<file path="src/rtl/lh_pkg.sv">
// ---------------------------------------------------------------------------
// lh_pkg - shared definitions for the light-hash core and its host verifier.
//   LH_DIGEST_W      : digest width of the current core (64)
//   LH_ASCII_*       : inclusive bounds of the accepted character classes
//   lh_host_state_t  : host verifier FSM states
//   lh_err_t         : res_err encoding
//   is_alnum()       : true for 0-9, A-Z, a-z
// ---------------------------------------------------------------------------
package lh_pkg;

    localparam int LH_DIGEST_W = 64;

    localparam logic [7:0] LH_ASCII_0  = 8'h30;
    localparam logic [7:0] LH_ASCII_9  = 8'h39;
    localparam logic [7:0] LH_ASCII_UA = 8'h41;
    localparam logic [7:0] LH_ASCII_UZ = 8'h5A;
    localparam logic [7:0] LH_ASCII_LA = 8'h61;
    localparam logic [7:0] LH_ASCII_LZ = 8'h7A;

    typedef enum logic [2:0] {
        ST_IDLE,
        ST_FILL,
        ST_DROP,
        ST_SEND,
        ST_WAIT,
        ST_REPORT
    } lh_host_state_t;

    typedef enum logic [1:0] {
        LH_OK          = 2'd0,
        LH_ERR_CHAR    = 2'd1,
        LH_ERR_TIMEOUT = 2'd2,
        LH_ERR_LEN     = 2'd3
    } lh_err_t;

    function automatic logic is_alnum(input logic [7:0] c);
        return ((c >= LH_ASCII_0)  && (c <= LH_ASCII_9))  ||
               ((c >= LH_ASCII_UA) && (c <= LH_ASCII_UZ)) ||
               ((c >= LH_ASCII_LA) && (c <= LH_ASCII_LZ));
    endfunction

endpackage

</file>
<file path="src/rtl/lh_host_verifier_fifo.sv">
// ---------------------------------------------------------------------------
// lh_char_fifo - small synchronous circular FIFO for message characters.
//   clk, rst_n : clock, asynchronous active-low reset
//   flush      : drop all contents (wins over push/pop)
//   push, din  : write one entry when not full
//   pop, dout  : dout always shows the head entry; pop advances it
//   full, empty, count : occupancy (count is clog2(DEPTH)+1 bits)
// The head is read combinationally so the host can forward a character on
// the cycle it pops it.
// ---------------------------------------------------------------------------
module lh_char_fifo #(
    parameter int DEPTH = 16,
    parameter int W     = 8
) (
    input  logic                   clk,
    input  logic                   rst_n,
    input  logic                   flush,
    input  logic                   push,
    input  logic [W-1:0]           din,
    input  logic                   pop,
    output logic [W-1:0]           dout,
    output logic                   full,
    output logic                   empty,
    output logic [$clog2(DEPTH):0] count
);

    localparam int AW = $clog2(DEPTH);

    logic [W-1:0]  mem [DEPTH];
    logic [AW-1:0] wr_ptr_reg;
    logic [AW-1:0] rd_ptr_reg;
    logic [AW:0]   count_reg;

    assign full  = (count_reg == (AW+1)'(DEPTH));
    assign empty = (count_reg == '0);
    assign count = count_reg;
    assign dout  = mem[rd_ptr_reg];

    always_ff @(posedge clk) begin
        if (push && !full && !flush) begin
            mem[wr_ptr_reg] <= din;
        end
    end

    // Pointers are exactly AW bits wide, so they wrap naturally at DEPTH.
    always_ff @(posedge clk or negedge rst_n) begin
        if (!rst_n) begin
            wr_ptr_reg <= '0;
            rd_ptr_reg <= '0;
            count_reg  <= '0;
        end else if (flush) begin
            wr_ptr_reg <= '0;
            rd_ptr_reg <= '0;
            count_reg  <= '0;
        end else if (push && !full) begin
            wr_ptr_reg <= wr_ptr_reg + 1'b1;
            count_reg  <= count_reg + 1'b1;
        end else if (pop && !empty) begin
            rd_ptr_reg <= rd_ptr_reg + 1'b1;
            count_reg  <= count_reg - 1'b1;
        end
    end

endmodule

</file>
<file path="src/rtl/lh_host_verifier.sv">
// ---------------------------------------------------------------------------
// lh_host_verifier - buffers an upstream message, streams it to the
// light-hash core one character per cycle, then compares the returned digest
// with the expected digest and reports on a one-cycle res_valid strobe.
//   clk, rst_n                     : clock, asynchronous active-low reset
//   in_char/in_valid/in_last/in_ready : upstream message beats
//   exp_digest                     : expected digest, taken with in_last
//   ptxt_char/ptxt_valid/ptxt_last : character stream to the core
//   digest_char/digest_ready       : digest returned by the core
//   busy                           : FSM not idle
//   res_valid/res_match/res_err/res_digest : result report
// Optional build macro LH_VERIFY_TIMEOUT_EN adds a TIMEOUT_CYCLES watchdog on
// the digest wait; without it WAIT waits indefinitely.
// ---------------------------------------------------------------------------
module lh_host_verifier
    import lh_pkg::*;
#(
    parameter int FIFO_DEPTH     = 16,
    parameter int TIMEOUT_CYCLES = 1024,
    parameter int DIGEST_W       = LH_DIGEST_W
) (
    input  logic                clk,
    input  logic                rst_n,
    input  logic [7:0]          in_char,
    input  logic                in_valid,
    input  logic                in_last,
    output logic                in_ready,
    input  logic [DIGEST_W-1:0] exp_digest,
    output logic [7:0]          ptxt_char,
    output logic                ptxt_valid,
    output logic                ptxt_last,
    input  logic [DIGEST_W-1:0] digest_char,
    input  logic                digest_ready,
    output logic                busy,
    output logic                res_valid,
    output logic                res_match,
    output logic [1:0]          res_err,
    output logic [DIGEST_W-1:0] res_digest
);

    localparam int CW = $clog2(FIFO_DEPTH) + 1;

    if (FIFO_DEPTH < 2 || (FIFO_DEPTH & (FIFO_DEPTH - 1)) != 0 ||
        TIMEOUT_CYCLES < 1 || DIGEST_W != LH_DIGEST_W) begin : g_param_check
        $error("lh_host_verifier: unsupported parameter set");
    end

    lh_host_state_t      state_reg;
    logic [DIGEST_W-1:0] exp_reg;
    logic                running_reg;   // holds in_ready low until the first clock after reset

    logic          accept;
    logic          fifo_push;
    logic          fifo_pop;
    logic          fifo_flush;
    logic [7:0]    fifo_dout;
    logic          fifo_full;
    logic          fifo_empty;
    logic [CW-1:0] fifo_count;
    logic          char_ok;
    logic          last_entry;
    logic          collecting;

`ifdef LH_VERIFY_TIMEOUT_EN
    localparam int TW = $clog2(TIMEOUT_CYCLES + 1);
    logic [TW-1:0] tmo_reg;
`endif

    assign collecting = (state_reg == ST_IDLE) || (state_reg == ST_FILL);
    assign in_ready   = running_reg &&
                        ((collecting && !fifo_full) || (state_reg == ST_DROP));
    assign accept     = in_valid && in_ready;
    assign busy       = (state_reg != ST_IDLE);

    always_comb begin
        char_ok    = is_alnum(fifo_dout);
        last_entry = (fifo_count == CW'(1));
        fifo_push  = accept && collecting;
        fifo_pop   = (state_reg == ST_SEND) && !fifo_empty && char_ok;
        // Flush when abandoning an overlong message or an invalid one.
        fifo_flush = ((state_reg == ST_FILL) && fifo_full) ||
                     ((state_reg == ST_SEND) && !fifo_empty && !char_ok);
    end

    lh_char_fifo #(
        .DEPTH (FIFO_DEPTH),
        .W     (8)
    ) u_fifo (
        .clk   (clk),
        .rst_n (rst_n),
        .flush (fifo_flush),
        .push  (fifo_push),
        .din   (in_char),
        .pop   (fifo_pop),
        .dout  (fifo_dout),
        .full  (fifo_full),
        .empty (fifo_empty),
        .count (fifo_count)
    );

    always_ff @(posedge clk or negedge rst_n) begin
        if (!rst_n) begin
            state_reg   <= ST_IDLE;
            exp_reg     <= '0;
            running_reg <= 1'b0;
            ptxt_char   <= '0;
            ptxt_valid  <= 1'b0;
            ptxt_last   <= 1'b0;
            res_valid   <= 1'b0;
            res_match   <= 1'b0;
            res_err     <= LH_OK;
            res_digest  <= '0;
`ifdef LH_VERIFY_TIMEOUT_EN
            tmo_reg     <= '0;
`endif
        end else begin
            running_reg <= 1'b1;
            ptxt_valid  <= 1'b0;
            ptxt_last   <= 1'b0;
            res_valid   <= 1'b0;

            // res_valid is raised on the transition into REPORT so that it
            // coincides with the REPORT state for exactly one cycle.
            case (state_reg)
                ST_IDLE: begin
                    if (accept) begin
                        if (in_last) begin
                            exp_reg   <= exp_digest;
                            state_reg <= ST_SEND;
                        end else begin
                            state_reg <= ST_FILL;
                        end
                    end
                end
                ST_FILL: begin
                    if (accept) begin
                        if (in_last) begin
                            exp_reg   <= exp_digest;
                            state_reg <= ST_SEND;
                        end
                    end else if (fifo_full) begin
                        res_err    <= LH_ERR_LEN;
                        res_match  <= 1'b0;
                        res_digest <= '0;
                        state_reg  <= ST_DROP;
                    end
                end
                ST_DROP: begin
                    if (accept && in_last) begin
                        res_valid <= 1'b1;
                        state_reg <= ST_REPORT;
                    end
                end
                ST_SEND: begin
                    if (fifo_empty) begin
                        state_reg <= ST_IDLE;
                    end else if (char_ok) begin
                        ptxt_valid <= 1'b1;
                        ptxt_char  <= fifo_dout;
                        ptxt_last  <= last_entry;
                        if (last_entry) begin
                            state_reg <= ST_WAIT;
`ifdef LH_VERIFY_TIMEOUT_EN
                            tmo_reg   <= '0;
`endif
                        end
                    end else begin
                        res_err    <= LH_ERR_CHAR;
                        res_match  <= 1'b0;
                        res_digest <= '0;
                        res_valid  <= 1'b1;
                        state_reg  <= ST_REPORT;
                    end
                end
                ST_WAIT: begin
                    if (digest_ready) begin
                        res_digest <= digest_char;
                        res_match  <= (digest_char == exp_reg);
                        res_err    <= LH_OK;
                        res_valid  <= 1'b1;
                        state_reg  <= ST_REPORT;
                    end
`ifdef LH_VERIFY_TIMEOUT_EN
                    else if (tmo_reg == TW'(TIMEOUT_CYCLES)) begin
                        res_digest <= '0;
                        res_match  <= 1'b0;
                        res_err    <= LH_ERR_TIMEOUT;
                        res_valid  <= 1'b1;
                        state_reg  <= ST_REPORT;
                    end else begin
                        tmo_reg <= tmo_reg + 1'b1;
                    end
`endif
                end
                ST_REPORT: begin
                    state_reg <= ST_IDLE;
                end
                default: begin
                    state_reg <= ST_IDLE;
                end
            endcase
        end
    end

endmodule

</file>
<file path="config.mk">
export PLATFORM = sky130hd
export DESIGN_NAME = lh_host_verifier
export DESIGN_NICKNAME = d
export VERILOG_FILES = /design/src/rtl/lh_pkg.sv /design/src/rtl/lh_host_verifier_fifo.sv /design/src/rtl/lh_host_verifier.sv
export SDC_FILE = /design/constraint.sdc
export NUM_CORES = 1
export LEC_CHECK = 0
export BUFFER_PORTS_ARGS = -buffer_cell sky130_fd_sc_hd__buf_2
export CORE_MARGIN = 2
export CORE_UTILIZATION = 35
export CTS_BUF_LIST = sky130_fd_sc_hd__clkbuf_4
export CTS_CLUSTER_DIAMETER = 200
export CTS_CLUSTER_SIZE = 24
export DETAILED_ROUTE_END_ITERATION = 8
export SLEW_MARGIN = 10
export SYNTH_ARGS = -nofsm -noshare
export SYNTH_HDL_FRONTEND = slang
export SYNTH_SLANG_ARGS = --single-unit
</file>
<file path="constraint.sdc">
create_clock -name clk -period 3.8 [get_ports clk]
set_clock_uncertainty 0.05 [all_clocks]
set_input_delay 0.38 -clock clk [delete_from_list [all_inputs] [get_ports clk]]
set_output_delay 0.38 -clock clk [all_outputs]
set_load 0.005 [all_outputs]
</file>
-- Yosys cells after proc, flatten, opt, wreduce, memory -nomap -nowiden
Memory sizes are Yosys's and may differ from the RTL's.
Cells that the tools add are included.
- add/sub/neg operators: 4
- magnitude comparators: 6
- equality and inequality tests: 18
- mux-type cells: 50
- bitwise operators: 1
- reductions and logical operators: 37
- operators with widths (kind ; count):
    $mux 64 ; 5
    $pmux 64 s3 ; 1
    $eq 64x64->1 ; 1
    $mux 3 ; 9
    $mux 4 ; 5
    $mux 1 ; 17
    $ge 8x7->1 const B ; 2
    $le 8x7->1 const B ; 2
    $logic_and 1x1->1 ; 15
    $mux 5 ; 3
    $pmux 3 s5 ; 1
    $mux 2 ; 6
    $ne 2x2->1 const B ; 6
    $reduce_and 6->1 ; 2
    $reduce_bool 3->1 ; 3
    $add 4x1->4 const B ; 2
    $ge 8x6->1 const B ; 1
    $le 8x6->1 const B ; 1
    $eq 3x2->1 const B ; 2
    $ne 3x3->1 const B ; 2
    $pmux 1 s3 ; 2
    $pmux 2 s3 ; 1
    $reduce_and 3->1 ; 2
    $add 5x1->5 const B ; 1
    15 further kinds ; 24
- register bits after elaboration: 159
- bits in writable memories: 128
- input bits: 141
- output and inout port bits: 80
- memories: 1
- memories (memory ; depth ; bits a word ; read ports ; clocked after memory_dff ; wr ports ; RTL line ; text):
    u_fifo.mem ; 16 ; 8 ; 1 ; 0 ; 1 ; lh_host_verifier_fifo.sv:29 ; logic [W-1:0] mem [DEPTH];

-- Depth between registers and ports, before layout
An unclocked memory read counts as a cell.
- depth in word-level cells: 12
- mapped depth: 15

-- By module
From an unflattened synthesis, not the netlist that was laid out.
- cell total of the unflattened synthesis: 804
- area total of the unflattened synthesis: 12151.7 um^2
- modules (own cells, without submodules) (module ; times used ; cells each ; area an instance (um^2) ; seq. area each (um^2)):
    lh_host_verifier ; 1 ; 455 ; 6231.0 ; 3653.5
    lh_char_fifo ; 1 ; 349 ; 5920.7 ; 4169.0

-- Worst setup path before layout
Ideal clock, no wire load.
- kind: register to register
- start: register u_fifo.count_reg[0] (netlist: u_fifo.count[0])
- end: memory u_fifo.mem[3][0], enable pin
- arrival time: 2534 ps
- slack: 833 ps
- cell stages (with the launch flop): 9
- cells stage by stage: dfrtp_1 inv_1 ha_1 and3_1 clkbuf_1 nor4_1 clkbuf_1 nand2_1 nor3_1
- longest elaborated chain between the ends: 11
- elaborated cells on any way between the ends: 18
- classes of those cells: 1 x eq/ne; 2 x mux; 15 x reduce/logical
- RTL lines (item ; RTL line ; text):
    from (decl) ; lh_host_verifier_fifo.sv:32 ; logic [AW:0] count_reg;
    from (signal assigned) ; lh_host_verifier_fifo.sv:57 ; count_reg <= count_reg + 1'b1;
    from (signal assigned) ; lh_host_verifier_fifo.sv:60 ; count_reg <= count_reg - 1'b1;
    $eq 5x5->1 ; lh_host_verifier_fifo.sv:34 ; assign full = (count_reg == (AW+1)'(DEPTH));
    $logic_not 1->1 ; lh_host_verifier_fifo.sv:40, lh_host_verifier.sv:71 ;
    $logic_and 1x1->1 ; lh_host_verifier.sv:71 ; ((collecting && !fifo_full) || (state_reg == ST_DROP));
    $logic_or 1x1->1 ; lh_host_verifier.sv:71 ;
    $logic_and 1x1->1 ; lh_host_verifier.sv:70 ; assign in_ready = running_reg &&
    $logic_and 1x1->1 ; lh_host_verifier.sv:72 ; assign accept = in_valid && in_ready;
    $logic_and 1x1->1 ; lh_host_verifier.sv:78 ; fifo_push = accept && collecting;
    $logic_and 1x1->1 ; lh_host_verifier_fifo.sv:40 ; if (push && !full && !flush) begin
    $logic_and 1x1->1 (*) ; lh_host_verifier_fifo.sv:40 ;
    $mux 1 (*) ; lh_host_verifier_fifo.sv:40 ;
    $mux 1 (implied by the code) (*) ; lh_host_verifier_fifo.sv:41 ; mem[wr_ptr_reg] <= din;
    to (decl) ; lh_host_verifier_fifo.sv:29 ;
Mark *: on every way between the ends. The rest lies on a longest branch, timed or not.

-- Worst setup path in the final report
- start: register u_fifo.rd_ptr_reg[2]
- end: register res_digest[39]
- longest elaborated chain between the ends: 7
- elaborated cells on any way between the ends: 14
- classes of those cells: 6 x order compare; 1 x eq/ne; 6 x reduce/logical; 1 x memory
- RTL lines (item ; RTL line ; text):
    from (decl) ; lh_host_verifier_fifo.sv:31 ; logic [AW-1:0] rd_ptr_reg;
    from (signal assigned) ; lh_host_verifier_fifo.sv:59 ; rd_ptr_reg <= rd_ptr_reg + 1'b1;
    $mem_v2 16x8 (*) ; n/a ;
    $ge 8x6->1, or another cell as far along ; lh_pkg.sv:37 ; return ((c >= LH_ASCII_0) && (c <= LH_ASCII_9)) ||
    $logic_and 1x1->1, on equally long branches ; lh_pkg.sv:37, lh_pkg.sv:38 ;
    $logic_or 1x1->1 ; lh_pkg.sv:37 ;
    $logic_or 1x1->1 (*) ; lh_pkg.sv:38 ; ((c >= LH_ASCII_UA) && (c <= LH_ASCII_UZ)) ||
    $ne 2x2->1 (no source line) (*) ; n/a ;
    $reduce_and 6->1 (no source line) (*) ; n/a ;
    to (signal assigned) ; lh_host_verifier.sv:177 ; res_digest <= digest_char;
    to (decl) ; lh_host_verifier.sv:38 ; output logic [DIGEST_W-1:0] res_digest
Marked as above.
A chain may end at the register's enable or synchronous reset.

==> impl_metrics.py <==
metrics = {
    "synthesis": {
        "synth_top_flop_cell": "dfrtp_1",
        "syn-num-nets": 1066,
        "synth_cell_type_count": 57,
        "synth_seq_area_share_pct": 63.70,
        "avgSynthCellArea_um2": 13.41,
        "syn_inst": 916,
        "netlist_top_cells_area": "dfrtp_1 (32%), edfxtp_1 (31%), mux2_2 (6.2%)",
        "ys_seq_elements": 287,
        "yosys.area.top_type_share_pct": 32.40,
        "async_flop_share_pct": 55.40,
        "ys.warnings.count": 0,
        "syn-cell-area_um2": 12280,
        "synth_edf_count": 128,
        "synth_top_area_cell": "dfrtp_1",
    },
    "run_status": {
        "status": "completed",
    },
    "drt": {
        "antenna_left": 0,
        "wl_per_cell_um": 19.61,
        "vias_per_cell": 4.947,
        "drc": 0,
        "drt-total-wl_um": 34090,
        "dr.first_iter.drc_count": 600,
        "dr.pass1.iters": 5,
        "vias": 8598,
    },
    "timing": {
        "worstMarginPinSlew_ps": 929.2,
        "drv_slew": 0,
        "fmax_mhz": 279.0,
        "final_hold_viol_count": 0,
        "relSlewSlack_pct": 38.05,
        "min_period_ps": 3585,
        "setup_viol": 0,
        "timing.final.ws_setup_ps": 215.3,
        "tns_ps": 0,
        "finalCritPeriodShare_pct": 94.33,
    },
    "floorplan": {
        "die_w_um": 191.3,
        "core_area_um2": 34540,
        "num_rows": 68,
        "die_area_um2": 36600,
        "initial_utilization_pct": 35.55,
        "pin_count": 221,
        "fp.dieH_um": 191.3,
    },
    "critical_path": {
        "rr_endpoint": "res_digest[39]$_DFFE_PN0P_",
        "cp_max_fo": 64,
        "cp-end-kind": "register",
        "cp-start-kind": "register",
        "critPathKind": "register to register",
        "r2r_start": "u_fifo.rd_ptr_reg[2]$_DFFE_PN0P_",
        "r2r_cells": 9,
        "crit_chain": "buf_4 -> nor2b_1 -> a221oi_1 -> o21ai_0 -> and2_1 -> o311ai_0 -> o21ba_2 -> buf_12 -> o21ai_0",
        "arrival_ps": 4130,
        "rrSetupSlack_ps": 220,
        "cp_slowest_cell": "o311ai_0",
        "critPathMaxStageDelay_ps": 750,
        "cp.required_ps": 4340,
        "crit_top_cell": "o21ai_0",
    },
    "power": {
        "cellLeakagePower_nw": 6.411,
        "power.density_nw_per_um2": 566.6,
        "ir_drop_uv": 313.0,
        "finalPower_mw": 8.828,
    },
    "cells_and_area": {
        "final_nets": 1428,
        "drive_gt1_share_pct": 29.10,
        "largest_register_ffs": 128,
        "area_growth_pct": 26.89,
    },
    "placement": {
        "place.gp.congestion": 0.8035,
        "pre_cts_ws_ps": 225.7,
        "io_buffers": 220,
        "dp_hpwl_um": 23500,
    },
    "clocking": {
        "cts_hold_buf": 139,
        "cts_setup_buffers": 0,
        "post_cts_resized": 0,
        "cts_root_buf": "clkbuf_4",
        "cts_buffers": 15,
        "cts_sinks": 287,
        "cts_tree": "done",
        "clk_latency_ps": 700,
        "clkTransAtPathRegs_ps": 250,
        "htree_levels": 1,
        "clock_path_buffers": 3,
    },
    "worst_hold_path": {
        "min_from": "in_valid",
        "min_path_type": "input pin to register",
        "min_to": "state_reg[0]$_DFFE_PN0P_",
        "worstHoldPathCells": 3,
    },
    "grt": {
        "antenna_found_initial": 4,
        "grt_max_degree": 97,
        "grt-ovfl-total": 0,
        "grt_pass1_wl_um": 50920,
        "track_usage_pct": 18.10,
        "grt_pass1_vias": 8777,
    },
    "flow_run": {
        "maxCapViolCount": 0,
    },
}
==> cells in the mapped netlist, drive strengths merged, types with 8 or more instances <==
cell and instances:
dfrtp 159, nand2 156, edfxtp 128, o21ai 77, mux2 68, xnor2 60, clkbuf 35, nor2 32
mux2i 27, mux4 23, nand4 20, buf 16, xor2 13, a221oi 10, inv 10, a21oi 9
ha 9, nand3 8, nor3 8
==> stage by stage <==
step,hold WS (ps),instance area (um2),instances,util (%)
global route,98.30,15580,1738,45.11
global placement,411.7,14020,1577,40.59
finish,106.9,15580,1738,45.11
detailed placement,416.1,14020,1577,40.59
floorplan,34.41,12280,916,-
CTS,52.74,15580,1737,45.10
==> cell families (layout without fill, tap and decap cells) <==
family | count (synthesis) | in the layout | synth area share [%]
flip-flops | 287 | 287 | 63.70
other | 1 | 2 | 0.03054
AND/OR/NAND/NOR | 246 | 246 | 8.609
AO/OA/AOI/OAI | 121 | 121 | 6.154
adder cells (fa/ha/maj) | 9 | 9 | 0.9170
buffers and inverters | 61 | 427 | 2.547
XOR/XNOR | 73 | 73 | 5.206
multiplexers | 118 | 118 | 12.84
==> worst max-delay path by stage <==
stage | end | slack (ps) | startpoint
floorplan | u_fifo.mem[3][0]$_DFFE_PP_ | 830 | u_fifo.count[0]$_DFFE_PN0P_
global placement | u_fifo.rd_ptr_reg[3]$_DFFE_PN0P_ | 360 | u_fifo.rd_ptr_reg[0]$_DFFE_PN0P_
detailed placement | res_digest[39]$_DFFE_PN0P_ | 230 | u_fifo.rd_ptr_reg[2]$_DFFE_PN0P_
CTS | res_digest[39]$_DFFE_PN0P_ | 220 | u_fifo.rd_ptr_reg[2]$_DFFE_PN0P_
global route | res_digest[0]$_DFFE_PN0P_ | -2 | u_fifo.rd_ptr_reg[2]$_DFFE_PN0P_
finish | res_digest[39]$_DFFE_PN0P_ | 220 | u_fifo.rd_ptr_reg[2]$_DFFE_PN0P_
==> worst max-delay path: cells and delay by family (launching register included) <==
family	cells	cell delay, ps
DFF	1	680
buffers and inverters	2	550
AOI/OAI and AO/OA	5	1750
and+or+nand+nor	2	420
==> layout make-up <==
cell class / instances / area (um2)
diodes: 1 / 2.502
clock buffers: 20 / 150.1
clock inverters: 1 / 17.52
fillers: 3163 / 18960
inverters: 10 / 37.54
multi-input cells: 568 / 4155
flip-flops and latches: 287 / 7824
well taps: 455 / 569.3
repair buffers: 396 / 2826
==> routing by layer <==
metal | vias up | GRT usage [%] | share of wire, %
met3 | 67 | 2.644 | 5.0
met5 | - | 0 | 0.11
met4 | 6 | 5.000 | 2.7
met2 | 283 | 29.58 | 48
met1 | 4258 | 25.18 | 44
li1 | 3984 | - | -
==> report_power, final <==
part	internal (mW)	switching (mW)	total (mW)
combinational	1.52	1.60	3.12
sequential	3.99	0.555	4.54
clock	0.274	0.889	1.16
total	5.78	3.05	8.83
==> placed cells by master, fill, tap and decap left out, drive strengths merged, types with 3 or more instances in the layout <==
cell type,Yosys,final
a21oi,9,9
a221oi,10,10
a22oi,4,4
and2,5,5
and3,3,3
buf,16,257
clkbuf,35,20
dfrtp,159,159
dlygate4sd3,0,139
edfxtp,128,128
ha,9,9
inv,10,10
mux2,68,68
mux2i,27,27
mux4,23,23
nand2,156,156
nand3,8,8
nand4,20,20
nor2,32,32
nor3,8,8
nor4,7,7
o21ai,77,77
xnor2,60,60
xor2,13,13
No activity file was read; power rests on OpenSTA's default activity.
